<file path="src/rtl/fir_delay_line_decim_if.sv">
// Sample-stream bundle between a sample source, the FIR delay line and the filter.
// master = source side (drives the strobe/sample), slave = delay line.
interface fir_delay_line_decim_if #(
   parameter int I_WIDTH = 16,
   parameter int ORDER   = 17
);
   // i_en is a fire-and-forget strobe: i_data is taken on every rising edge where i_en=1,
   // there is no back-pressure. o_en is a one-cycle strobe meaning o_data is a fresh,
   // fully primed, decimation-aligned tap set that the filter captures at the end of that cycle.
   logic                       i_en;
   logic [I_WIDTH-1:0]         i_data;
   logic [I_WIDTH*ORDER-1:0]   o_data;
   logic                       o_en;
   logic                       o_primed;

   modport master (
      output i_en,
      output i_data,
      input  o_data,
      input  o_en,
      input  o_primed
   );

   modport slave (
      input  i_en,
      input  i_data,
      output o_data,
      output o_en,
      output o_primed
   );
endinterface

</file>
<file path="src/rtl/fir_delay_line_decim.sv">
// ORDER-deep tap line feeding a multiplierless FIR, with a decimated, priming-gated
// filter enable issued once every DECIM accepted samples.
module fir_delay_line_decim #(
   parameter int I_WIDTH = 16,
   parameter int ORDER   = 17,
   parameter int DECIM   = 4
) (
   input  logic                  i_clk,
   input  logic                  i_rst,
   fir_delay_line_decim_if.slave fir
);
   localparam int FW = $clog2(ORDER + 1);
   // A one-bit phase register is kept for DECIM=1; it never leaves 0 since PHASE_LAST is 0.
   localparam int PW = (DECIM > 1) ? $clog2(DECIM) : 1;
   localparam logic [FW-1:0] FILL_MAX   = FW'(ORDER);
   localparam logic [PW-1:0] PHASE_LAST = PW'(DECIM - 1);

   logic [ORDER-1:0][I_WIDTH-1:0] taps;
   logic [FW-1:0]                 fill;
   logic [FW-1:0]                 fill_next;
   logic [PW-1:0]                 phase;
   logic                          en_q;
   logic                          primed_q;

   always_comb begin
      fill_next = fill;
      if (fill != FILL_MAX) fill_next = fill + FW'(1);
   end

   always_ff @(posedge i_clk) begin
      if (i_rst) begin
         taps     <= '0;
         fill     <= '0;
         phase    <= '0;
         en_q     <= 1'b0;
         primed_q <= 1'b0;
      end else begin
         en_q <= 1'b0;
         if (fir.i_en) begin
            taps[0] <= fir.i_data;
            for (int k = 1; k < ORDER; k++) taps[k] <= taps[k-1];
            fill     <= fill_next;
            primed_q <= (fill_next == FILL_MAX);
            phase    <= (phase == PHASE_LAST) ? '0 : phase + PW'(1);
            // The wrap accept that also completes the fill still fires.
            en_q     <= (phase == PHASE_LAST) && (fill_next == FILL_MAX);
         end
      end
   end

   assign fir.o_data   = taps;
   assign fir.o_en     = en_q;
   assign fir.o_primed = primed_q;
endmodule

</file>
<file path="src/flat_wrapper.sv">
// flat-port wrapper written by rule: the top's interface ports become plain ports
module fir_delay_line_decim_flat 
#(
   parameter int I_WIDTH = 16,
   parameter int ORDER   = 17,
   parameter int DECIM   = 4
)
  (i_clk, i_rst, fir_i_en, fir_i_data, fir_o_data, fir_o_en, fir_o_primed);
  fir_delay_line_decim_if #(.I_WIDTH(I_WIDTH), .ORDER(ORDER)) fir_i ();
  input  logic i_clk;
  input  logic i_rst;
  input wire logic [$bits(fir_i.i_en)-1:0] fir_i_en;
  input wire logic [$bits(fir_i.i_data)-1:0] fir_i_data;
  output wire logic [$bits(fir_i.o_data)-1:0] fir_o_data;
  output wire logic [$bits(fir_i.o_en)-1:0] fir_o_en;
  output wire logic [$bits(fir_i.o_primed)-1:0] fir_o_primed;
  assign fir_i.i_en = fir_i_en;
  assign fir_i.i_data = fir_i_data;
  assign fir_o_data = fir_i.o_data;
  assign fir_o_en = fir_i.o_en;
  assign fir_o_primed = fir_i.o_primed;
  fir_delay_line_decim #(.I_WIDTH(I_WIDTH), .ORDER(ORDER), .DECIM(DECIM)) u_core (.i_clk(i_clk), .i_rst(i_rst), .fir(fir_i));
endmodule
</file>
<file path="config.mk">
export PLATFORM = sky130hd
export DESIGN_NAME = fir_delay_line_decim_flat
export DESIGN_NICKNAME = d
export VERILOG_FILES = /design/src/rtl/fir_delay_line_decim_if.sv /design/src/rtl/fir_delay_line_decim.sv /design/src/flat_wrapper.sv
export SDC_FILE = /design/constraint.sdc
export NUM_CORES = 1
export LEC_CHECK = 0
export CORE_ASPECT_RATIO = 0.7
export CORE_MARGIN = 1
export CORE_UTILIZATION = 47
export DETAILED_ROUTE_END_ITERATION = 10
export GPL_ROUTABILITY_DRIVEN = 1
export GPL_TIMING_DRIVEN = 0
export PLACE_DENSITY_LB_ADDON = 0.3
export SLEW_MARGIN = 20
export SYNTH_ARGS = -nofsm -noshare
export SYNTH_HDL_FRONTEND = slang
export SYNTH_SLANG_ARGS = --single-unit
</file>
<file path="constraint.sdc">
create_clock -name i_clk -period 2.1 [get_ports i_clk]
set_clock_uncertainty 0.1 [all_clocks]
set_input_delay 0.42 -clock i_clk [delete_from_list [all_inputs] [get_ports i_clk]]
set_output_delay 0.42 -clock i_clk [all_outputs]
set_load 0.03 [all_outputs]
</file>
==> summary.md, run 1 <==
| Metric | Value |
|---|---|
| Largest area contributor in the netlist | dfxtp_1 |
| Die X | 175.8 um |
| Post-synth net total | 952 |
| Setup Crit Path Kind | reg2out |
| Post-CTS Setup Bufs | 0 |
| Pins over their slew limit | 0 |
| Synth-to-layout area growth | 39.64% |
| Routed Antenna Nets | 0 |
| Drt total wl | 27.10 mm |
| Port Buffers | 290 |
| CP Launch Type | register |
| DR iter-0 viols | 323 |
| Final Setup Violations | 0 |
| Max incr delay on CP | 0.69 ns |
| Grt total ovfl | 0 |
| Fin area | 0.01388 mm2 |
| Tmin final | 2.055 ns |
| CTS clk-pin slew, worst paths | 0.06 ns |
| Most used DFF post-synth | dfxtp_1 |
| CTS tree | built |
| WL/cell | 17.55 um |
| Asr flop ratio synth | 0% |
| DRC Markers | 0 |
| Worst path cell trace | clkdlybuf4s50_1 |
| # IOs | 293 |
| Share of cells above drive strength 1 | 5.998% |
| RSZ-0062 raised after global routing | false |
| Commonest non-fill, non-tap cell in the layout | dfxtp_1 |
| Die height | 123.7 um |
| All-layer global routing usage | 23.97% |
| Vias | 7659 |
| Full die area | 0.02174 mm2 |
| Worst-path maximum fanout | 2 |
| Yosys reg bits | 281 |
| Sink Count | 281 |
| Seq/Total Area, Yosys | 56.60% |
| Clock buffer depth | 3 |
| Post-Syn Area | 0.009940 mm2 |
| TNS Setup | 0 ns |
| Commonest non-fill, non-tap cells in the layout | dfxtp_1, nor2_1, mux2i_1 |
| Tcrit/Tclk final | 97.85% |
| Clk root buf | clkbuf_16 |
| Post-synth EDFFs | 0 |
| Setup crit end kind | output pin |
| Worst slew pin tran | 0.6047 ns |
| Row count | 44 |
| Synth top area share | 56.60% |
| CP bufs+invs | 1 |
| Pwr Density | 809.0 mW/mm2 |
| Slew margin rel. | 59.69% |
| Fin worst setup slack | 0.04520 ns |
| Max rail drop VDD | 0.6641 mV |
| Pin count of the biggest net entering global routing | 16 |
| F_max | 486.7 MHz |
| Synth area leaders | dfxtp_1, mux2i_1, nor2_1 |
| Static Leak | 7.507 nW |
| Post-DP Area | 0.01319 mm2 |
| Initial antenna violation count | 0 |
| CP delay by family, top | buffers and inverters |
| Worst EP required | 1.58 ns |
| Status | finished, final reports clean |
| Synth warn | 0 |
| Max-cap check violation count | 0 |
| Worst EP arrival | 1.53 ns |
| Router iterations before antenna repair | 4 |
| Core box area | 0.02075 mm2 |
| Worst skew pair latency | 0.53 ns |
| CTS HTree Levels | 1 |
| Number of vias per cell | 4.960 |
| Post-Syn Instances | 930 |
| Dpl ws | 0.03907 ns |
| Fin nets | 1270 |
| Yosys cell types | 23 |
| Syn_area_per_cell | 10.69 um2 |
| Slowest-stage cell, CP | clkdlybuf4s50_1 |
| # hold bufs at CTS | 0 |
| Hold Path Class | reg2reg |
| Number of global-route vias before repair | 7061 |
| First-pass GRT wire length | 40.72 mm |
| RD Place Congestion | 0.8425 |
| Endpoints failing hold | 0 |
| Starting Density | 47.89% |
| Post-DP HPWL | 19.77 mm |
| Total CTS buffers | 26 |
[path summary, 6_finish.rpt]
kind	slack [ns]	from	cells past startpoint	end
max	0.05	u_core.fir.o_data[258]	1	fir_o_data[258]
min	0.38	u_core.fir.o_primed	2	u_core.fir.o_primed
max reg2reg	0.35	u_core.fill[0]	5	u_core.fir.o_en
min reg2reg	0.38	u_core.fir.o_primed	2	u_core.fir.o_primed
[power by group]
group	switching (mW)	internal [mW]
Combinational	0.379	0.233
Sequential	0.0413	5.37
Clock	2.03	3.17
Total	2.45	8.78
[metal layers]
layer | GRT usage, % | up-vias | part of all wire, %
met5 | 0.9259 | - | 0
met4 | 5.489 | 0 | 1.9
met3 | 7.418 | 35 | 7.9
met2 | 35.38 | 212 | 42
met1 | 34.01 | 3685 | 48
li1 | - | 3727 | -
[flip-flops by register name, indices dropped and copies added, names as in the netlist]
| signal | cells |
|---|---|
| u_core.fir.o_data | 272 |
| u_core.fill | 5 |
| u_core.phase | 2 |
| u_core.fir.o_en | 1 |
| u_core.fir.o_primed | 1 |
[through the flow]
step           util, %  power, mW  std cells  hold slack, ns
6_report         66.87      11.23       1544          0.3826
3_3_place_gp     63.54      6.162       1496          0.3709
2_1_floorplan        -      5.963        930          0.3646
5_1_grt          66.86      11.56       1543          0.3949
3_5_place_dp     63.54      6.170       1496          0.3785
4_1_cts          66.63      11.31       1543          0.3874
[cell usage after synthesis, drive strengths merged, types with 2 or more instances]
master  number
a211o        2
nand4        2
xnor2        2
inv          3
mux2i      276
ha           3
buf         33
xor2         3
nand2        4
dfxtp      281
nor2       280
o21ai        2
clkbuf      31
[area by class of cell]
type / instances / area, um2
Fill cell: 1746 / 6875
Buffer: 64 / 286.5
Inverter: 3 / 11.26
Sequential cell: 281 / 5625
Clock buffer: 37 / 773.2
Tap cell: 276 / 345.3
Antenna cell: 1 / 2.502
Multi-Input combinational cell: 582 / 4016
Timing Repair Buffer: 290 / 2641
Clock inverter: 10 / 177.7
[kinds of logic after synthesis]
family	count (synthesis)	synth area share, %
DFF	281	56.60
adders and majority gates	3	0.3777
muxes	276	27.79
and+or+nand+nor	292	11.38
xor gates and xnor gates	5	0.4407
AOI/OAI and AO/OA	6	0.4154
buffers and inverters	67	2.996
[what timing repair did]
| item | in CTS | in global routing |
|---|---|---|
| resized for setup | 247 | 19 |
| hold endpoints to repair | 0 | 0 |
| setup endpoints to repair | 247 | 19 |
(Power assumes the default switching activity.)
==> run 2, diff against run 1 <==
--- a/config.mk
+++ b/config.mk
@@ -11,6 +11,7 @@
 export DETAILED_ROUTE_END_ITERATION = 10
 export GPL_ROUTABILITY_DRIVEN = 1
 export GPL_TIMING_DRIVEN = 0
+export MAX_ROUTING_LAYER = met4
 export PLACE_DENSITY_LB_ADDON = 0.3
 export SLEW_MARGIN = 20
 export SYNTH_ARGS = -nofsm -noshare
==> run 2 against run 1 <==
Worst setup slack worse by 0.0050 ns. Power hardly changed. Largest power group unchanged. Sequential cell count stayed put. Non-clock buffer count stayed put. Utilization stayed put. Critical path depth stayed put. Wire length is 0.14% higher. Die area stayed put. Combinational power hardly changed. Cell count stayed put. Register-to-register slack hardly changed. Sequential share of layout area stayed put.
==> summary.md, run 2 (synthesis results as in run 1) <==
| Metric | Value |
|---|---|
| RD Place Congestion | 0.8556 |
| Total CTS buffers | 26 |
| # IOs | 293 |
| Worst skew pair latency | 0.53 ns |
| CP delay by family, top | buffers and inverters |
| RSZ-0062 raised after global routing | false |
| Router iterations before antenna repair | 5 |
| GR met1 Demand/Resource | 34.16% |
| DRC Markers | 0 |
| Worst EP required | 1.58 ns |
| Max rail drop VDD | 0.6641 mV |
| Max-cap check violation count | 0 |
| Worst EP arrival | 1.54 ns |
| Number of global-route vias before repair | 7081 |
| Static Leak | 7.507 nW |
| Drt total wl | 27.13 mm |
| Comb pwr share | 5.4% |
| Grt met2 use | 35.45% |
| Pins over their slew limit | 0 |
| Fin nets | 1270 |
| Slowest-stage cell, CP | clkdlybuf4s50_1 |
| Commonest non-fill, non-tap cells in the layout | dfxtp_1, nor2_1, mux2i_1 |
| Worst slew pin tran | 0.5846 ns |
| Tmin final | 2.060 ns |
| Vias | 7670 |
| WL/cell | 17.57 um |
| Crit. path cell count | 1 |
| Worst Reg-to-Reg Cells | 5 |
| Met3 usage | 7.234% |
| Hold Path Class | reg2reg |
| Full die area | 0.02174 mm2 |
| Setup Crit Path Kind | reg2out |
| Pin count of the biggest net entering global routing | 16 |
| Worst path cell trace | clkdlybuf4s50_1 |
| Number of vias per cell | 4.968 |
| Power Internal | 8.776 mW |
| Flop pwr share | 48.2% |
| Synth-to-layout area growth | 39.64% |
| Post-CTS Setup Bufs | 0 |
| Core box area | 0.02075 mm2 |
| Endpoints failing hold | 0 |
| Hold Crit Depth | 2 |
| CTS tree | built |
| Post-DP HPWL | 19.77 mm |
| Starting Density | 47.89% |
| Non-Filler Instances | 1544 |
| Top Usage Layer GRT | met2 |
| Commonest non-fill, non-tap cell in the layout | dfxtp_1 |
| CTS HTree Levels | 1 |
| Setup crit end kind | output pin |
| Worst R2R Setup Slack | 0.35 ns |
| Tcrit/Tclk final | 98.09% |
| Initial antenna violation count | 0 |
| Sw Ratio | 21.91% |
| Clock buffer depth | 3 |
| Grt total ovfl | 0 |
| Dpl cells | 1496 |
| # hold bufs at CTS | 0 |
| Filler instances | 1746 |
| Max incr delay on CP | 0.69 ns |
| Die X | 175.8 um |
| First-pass GRT wire length | 40.61 mm |
| Slew margin rel. | 61.03% |
| Pwr Density | 809.7 mW/mm2 |
| Port Buffers | 290 |
| Sink Count | 281 |
| Share of cells above drive strength 1 | 5.998% |
| Final Setup Violations | 0 |
| All-layer global routing usage | 24.69% |
| Status | finished, final reports clean |
| DR iter-0 viols | 342 |
| CTS clk-pin slew, worst paths | 0.06 ns |
| F_max | 485.5 MHz |
| CP bufs+invs | 1 |
| Layout Utilization | 66.87% |
| Net Sw Power | 2.463 mW |
| Routed Antenna Nets | 0 |
| TNS Setup | 0 ns |
| Clock power share | 46.4% |
| CP Launch Type | register |
| Worst-path maximum fanout | 2 |
| Die height | 123.7 um |
| Max reg flops | 272 |
| Row count | 44 |
| Clk root buf | clkbuf_16 |
==> run 2: final cells by class <==
cell class                      instances  area [um2]  area share [%]
Timing Repair Buffer                  290        2641           19.03
Buffer                                 64       286.5           2.064
Clock buffer                           37       773.2           5.571
Antenna cell                            1       2.502         0.01803
Sequential cell                       281        5625           40.53
Inverter                                3       11.26         0.08113
Clock inverter                         10       177.7           1.280
Multi-Input combinational cell        582        4016           28.94
Tap cell                              276       345.3           2.488
==> run 2: path summary, 6_finish.rpt <==
check | endpoint | startpoint
worst max-delay path | fir_o_data[258] | u_core.fir.o_data[258]
worst min-delay path | u_core.fir.o_primed | u_core.fir.o_primed
worst max register to register | u_core.fir.o_en | u_core.fill[0]
worst min register to register | u_core.fir.o_primed | u_core.fir.o_primed
==> run 2: routing by layer <==
metal | up-vias | share of wire [%] | wire length, um
li1 | 3723 | - | -
met1 | 3699 | 48 | 13120
met2 | 217 | 42 | 11360
met3 | 31 | 7.9 | 2148
met4 | 0 | 1.8 | 501
met5 | - | 0 | 0
==> run 2: through the flow <==
stage	setup slack [ns]	cell area (um2)	power [mW]	hold slack, ns
after floorplan	0.5228	9940	5.963	0.3646
after global placement	0.05295	13190	6.162	0.3709
after detailed placement	0.03907	13190	6.170	0.3785
after CTS	0.001373	13830	11.31	0.3874
after global routing	0.007051	13880	11.56	0.3949
final	0.04017	13880	11.24	0.3826
==> run 2: power groups by stage <==
stage | registers, mW | clock network [mW] | logic [mW]
floorplan | 5.60 | 0 | 0.364
global placement | 5.53 | 0 | 0.629
detailed placement | 5.54 | 0 | 0.634
CTS | 5.41 | 5.28 | 0.615
global route | 5.42 | 5.48 | 0.658
finish | 5.41 | 5.21 | 0.612
==> run 2: worst reg2reg max path, stage by stage, from the launching register on <==
cell and delay (ns):
dfxtp_1 0.44, ha_1 0.26, nand2b_1 0.08, a211o_1 0.29, a211o_1 0.30, nor4_2 0.21
==> run 2: timing repair <==
item,CTS,global route
resized for setup,247,19
setup endpoints to repair,247,19
pin swaps,0,0
